$ cat src/rtl/sar_pkg.sv
// Shared encodings for the successive-approximation search controller.
package sar_pkg;

  typedef enum logic {
    IDLE  = 1'b0,
    QUERY = 1'b1
  } sarState_e;

  // Packed as {iLarge, iSmall}
  typedef enum logic [1:0] {
    EQ  = 2'b00,
    LT  = 2'b01,
    GT  = 2'b10,
    ERR = 2'b11
  } verdict_e;

  // The step counter must be able to hold WIDTH+1.
  function automatic int sarStepW(input int width);
    return $clog2(width + 2);
  endfunction

endpackage

$ cat src/rtl/sar_search.sv
// Binary search of a hidden target through a greater/less/equal comparator.
//   state | meaning
//   IDLE  | no search running; waits for iStart, ignores verdicts
//   QUERY | oGuess presented, waiting for a verdict to narrow [lo, hi]
module sar_search
  import sar_pkg::*;
#(
  parameter int WIDTH = 4,
  parameter int STEPW = sarStepW(WIDTH)
) (
  input  logic             iClk,
  input  logic             iRst,
  input  logic             iStart,
  output logic [WIDTH-1:0] oGuess,
  output logic             oGuessValid,
  input  logic             iRespValid,
  input  logic             iLarge,
  input  logic             iSmall,
  output logic [WIDTH-1:0] oResult,
  output logic [STEPW-1:0] oSteps,
  output logic             oBusy,
  output logic             oDone,
  output logic             oError
);

  localparam int BW = WIDTH + 1;

  sarState_e        stateQ, stateD;
  logic [BW-1:0]    loQ, loD, hiQ, hiD;
  logic [WIDTH-1:0] guessQ, guessD, resultQ, resultD;
  logic [STEPW-1:0] stepsQ, stepsD;
  logic             doneQ, doneD, errorQ, errorD;

  verdict_e         verdict;
  logic [BW-1:0]    guessExt, loNew, hiNew, midSum;

  assign verdict  = verdict_e'({iLarge, iSmall});
  assign guessExt = {1'b0, guessQ};

  always_ff @(posedge iClk) begin
    if (iRst) begin
      stateQ  <= IDLE;
      loQ     <= '0;
      hiQ     <= '0;
      guessQ  <= '0;
      resultQ <= '0;
      stepsQ  <= '0;
      doneQ   <= 1'b0;
      errorQ  <= 1'b0;
    end else begin
      stateQ  <= stateD;
      loQ     <= loD;
      hiQ     <= hiD;
      guessQ  <= guessD;
      resultQ <= resultD;
      stepsQ  <= stepsD;
      doneQ   <= doneD;
      errorQ  <= errorD;
    end
  end

  always_comb begin
    stateD  = stateQ;
    loD     = loQ;
    hiD     = hiQ;
    guessD  = guessQ;
    resultD = resultQ;
    stepsD  = stepsQ;
    doneD   = 1'b0;
    errorD  = 1'b0;
    loNew   = loQ;
    hiNew   = hiQ;
    midSum  = '0;

    case (stateQ)
      IDLE: begin
        if (iStart) begin
          loD    = '0;
          hiD    = {1'b0, {WIDTH{1'b1}}};
          midSum = {1'b0, {WIDTH{1'b1}}};
          guessD = midSum[BW-1:1];
          stepsD = '0;
          stateD = QUERY;
        end
      end
      QUERY: begin
        if (iRespValid) begin
          stepsD = stepsQ + STEPW'(1);
          case (verdict)
            EQ: begin
              resultD = guessQ;
              doneD   = 1'b1;
              stateD  = IDLE;
            end
            GT:      hiNew = guessExt - BW'(1);
            LT:      loNew = guessExt + BW'(1);
            default: begin
              errorD = 1'b1;
              stateD = IDLE;
            end
          endcase
          // hi below zero shows as its top bit set; lo above max shows as lo > hi
          if (verdict == GT || verdict == LT) begin
            if (hiNew[WIDTH] || (loNew > hiNew)) begin
              errorD = 1'b1;
              stateD = IDLE;
            end else begin
              loD    = loNew;
              hiD    = hiNew;
              midSum = loNew + hiNew;
              guessD = midSum[BW-1:1];
            end
          end
        end
      end
      default: stateD = IDLE;
    endcase
  end

  assign oGuess      = guessQ;
  assign oGuessValid = (stateQ == QUERY);
  assign oBusy       = (stateQ == QUERY);
  assign oResult     = resultQ;
  assign oSteps      = stepsQ;
  assign oDone       = doneQ;
  assign oError      = errorQ;

endmodule

$ cat config.mk
export PLATFORM = sky130hd
export DESIGN_NAME = sar_search
export DESIGN_NICKNAME = d
export VERILOG_FILES = /design/src/rtl/sar_pkg.sv /design/src/rtl/sar_search.sv
export SDC_FILE = /design/constraint.sdc
export NUM_CORES = 1
export LEC_CHECK = 0
export CORE_MARGIN = 3
export CORE_UTILIZATION = 25
export CTS_BUF_LIST = sky130_fd_sc_hd__clkbuf_8 sky130_fd_sc_hd__clkbuf_16
export DETAILED_ROUTE_END_ITERATION = 8
export PLACE_DENSITY_LB_ADDON = 0.12
export SKIP_LAST_GASP = 1
export SLEW_MARGIN = 20
export SYNTH_ARGS = -nofsm -noshare
export SYNTH_HDL_FRONTEND = slang
export SYNTH_SLANG_ARGS = --single-unit
$ cat constraint.sdc
create_clock -name iClk -period 4.04 [get_ports iClk]
set_input_delay 0.808 -clock iClk [delete_from_list [all_inputs] [get_ports iClk]]
set_output_delay 0.808 -clock iClk [all_outputs]
set_load 0.01 [all_outputs]
==> results.md, run 1 <==
* Status: completed
* Clock Sinks at 24
* Area taken by multi-input logic gates at 968 sq um
* Die Wd at approximately 85 um
* Required @ worst endpoint at 4.16 ns
* Synth area leaders: dfxtp_1 (31%), ha_1 (13%), nor2_1 (5.3%)
* Leakage at 0.000765 uW
* Worst min path class: flop to flop
* Global-route wire length before repair at around 6700 um
* Die height at 85.2 um
* Synthesized area at 0.00157 sq mm
* PnR worst setup slack at approximately 0.42 ns
* Number of global-route vias before repair at between 1000 and 1500
* R2R depth at 11
* Grt ovf at 0
* Row cnt at 28
* Drt wl/cell at 15.1 um
* Largest net degree at the start of global routing at 26
* Sequential area share after synthesis at a little under a third
* Synth Flop Type: dfxtp_1
* Ys Warns at 0
* Minimum clock period at 3.62 ns
* Clock Tree Root: clkbuf_8
* Reg2reg start: oGuess[0]
* Top cell family by delay on the critical path: buffers and inverters
* Hpwl dp at roughly 3000 um
* Maximum buffer depth of the clock tree at 2
* H-tree depth at 1
* Synth Net Count at 196
* Fmax at 276 MHz
* Area leader, netlist: dfxtp_1
* Clock slew at reported path FFs at 0.09 ns
* Buffers on Ports at 20
* Reg2reg setup slack at 0.99 ns
* Worst Skew at about 0.0049 ns
* GRT Total Usage at a little under an eighth
* Initial Utilization at 26.2%
* Peak fanout along the critical path at 19
* Core Footprint at between 0.005 and 0.006 sq mm
* RSZ-0062 raised after global routing: no
* Syn Inst Count at around 170
* Slew @ Worst Pin at about 0.6 ns
* Initial DRC count at 52
* Nets at roughly 220
* Library cells used by synthesis at 41
* Mean Syn Cell Area at a little over 9 sq um
* Critical path, cell by cell: clkdlybuf4s50_1, inv_1, ha_1, mux2i_1, inv_1, ha_1, o21ba_1, o211a_1, o21ai_4, buf_12, mux2i_1, a21oi_1
* WS Path Type: input pin to flop
* Crit path launch type: input pin
* Top-Level Pins at 21
* Maximum VDD drop at roughly 220 uV
* Worst path slowest cell: clkdlybuf4s50_1
* Wirelength, routed at 3990 um
* Post-synth ARST share at 0%
* Synth top area share at between 30% and 40%
* Final Max Tran Viols at 0
* Post-CTS Resized at 0
* CTS tree: built
* Final worst-path cycle share at approximately nine tenths
* CTS Buf Count at 3
* Hold Vio Cnt, Final at 0
* Initial antenna violation count at 0
* Hold-fix buffers, CTS at 0
* Hold Crit Start: loQ[2]
* CP peak stage delay at 0.45 ns
* Setup crit end kind: flop
* Worst flop-to-flop path endpoint: hiQ[3]
* Rel. slew slack at 58.7%
* Worst-skew pair later-pin latency at between 0.2 and 0.3 ns
* DIE AREA at approximately 0.0073 sq mm
* Design Power at slightly below 600 uW
* Filler instances at around 640
* Final antenna-violating net count at 0
* Endpoints failing setup at 0
* Cell with the most instances after synthesis: dfxtp_1
* #FFs+latches synth at 24
* Postcts setup bufs at 0
* Residual DRC at 0
* WP buf/inv at 4
* Via-to-Cell Ratio at between 4 and 5
* Ratio of cells with drive above 1 in the final layout at 15.3%
* PD cells at around 310 mW/mm^2
* Arr. time, crit path at around 3.8 ns
* RePlAce Congestion at around 0.81
* Post-synth top cells: dfxtp_1 (24), nor2_1 (22), ha_1 (16)
* Sequential cell area at roughly 480 sq um
* Pre-CTS WS at just under 0.08 ns
* Hold depth at 2
* Antenna Cells at 0
* P&R area growth vs syn at 20.2%
* Hold endpoint: loQ[2]
* DRT Pass-1 Iters at 4
* Max Cap Viol at 0
* Number of flops mapped to enable cells by yosys at 0
* Via count at ~1200
* Setup TNS at 0 ns
area by class of cell:
| class | instances | share of cell area (%) |
|---|---|---|
| inverters | 15 | 2.99 |
| flip-flops and latches | 24 | 25.5 |
| well taps | 75 | 4.98 |
| multi-input cells | 123 | 51.4 |
| repair buffers | 25 | 13.0 |
| clock buffers | 3 | 2.19 |
logic make-up after synthesis:
group / share of synthesized area, %
adder cells (fa/ha/maj): 14.0
AND/OR/NAND/NOR: 17.9
multiplexers: 6.06
flip-flops: 30.6
XOR/XNOR: 3.91
AO/OA/AOI/OAI: 19.8
buffers and inverters: 7.65
placed cells by master, fill, tap and decap left out, types with 5 or more instances in the layout:
cell	instances
nor2_1	22
a21oi_2	5
clkdlybuf4s50_1	19
dfxtp_1	24
nand3_1	7
mux2i_1	8
a21oi_1	14
inv_1	15
nand3_2	5
ha_1	16
worst reg2reg max path, stage by stage, from the launching register on:
cell and delay (ns):
dfxtp_1 0.48, inv_1 0.20, ha_1 0.36, mux2i_1 0.27, inv_1 0.14, ha_1 0.34
o21ba_1 0.19, o211a_1 0.26, o21ai_4 0.19, buf_12 0.19, mux2i_1 0.19, a21oi_1 0.09
registers in the layout (all words and copies together) (netlist names):
name and cells:
hiQ 5, loQ 5, oGuess 4, oResult 4
oSteps 3, oBusy 1, oDone 1, oError 1
worst max path at each step:
stage / startpoint / endpoint / depth (start not counted)
after global placement: iLarge / hiQ[3] / 12
final: iLarge / hiQ[3] / 12
after detailed placement: iLarge / hiQ[3] / 12
after floorplan: iLarge / oGuess[0] / 11
after CTS: iLarge / hiQ[3] / 12
after global routing: iLarge / hiQ[3] / 12
per-layer routing:
layer  track usage [%]  vias to the layer above  part of all wire (%)
met5                 0                        -                     0
met4              2.16                        0                   1.0
met3              2.91                        4                   5.0
met2              20.7                       31                    47
met1              14.5                      573                    47
li1                  -                      630                     -
power by group:
group,switching [uW],internal (uW)
registers,13.1,247
logic,99.5,80.6
clock network,78.4,66.7
through the flow:
stage	utilization, %	area, sq um	std cells	hold WS [ns]
2_1_floorplan	-	1570	173	0.445
3_5_place_dp	30.9	1850	262	0.462
5_1_grt	31.5	1890	265	0.496
4_1_cts	31.6	1890	265	0.475
6_report	31.5	1890	265	0.470
3_3_place_gp	30.9	1850	262	0.458
Note: power is estimated with default switching activity, not from simulation.
==> run 2, diff against run 1 <==
--- a/config.mk
+++ b/config.mk
@@ -7,7 +7,6 @@
 export LEC_CHECK = 0
 export CORE_MARGIN = 3
 export CORE_UTILIZATION = 25
-export CTS_BUF_LIST = sky130_fd_sc_hd__clkbuf_8 sky130_fd_sc_hd__clkbuf_16
 export DETAILED_ROUTE_END_ITERATION = 8
 export PLACE_DENSITY_LB_ADDON = 0.12
 export SKIP_LAST_GASP = 1
==> results of run 2 <==
No change in the layout: final DEF, timing and power equal those of run 1.
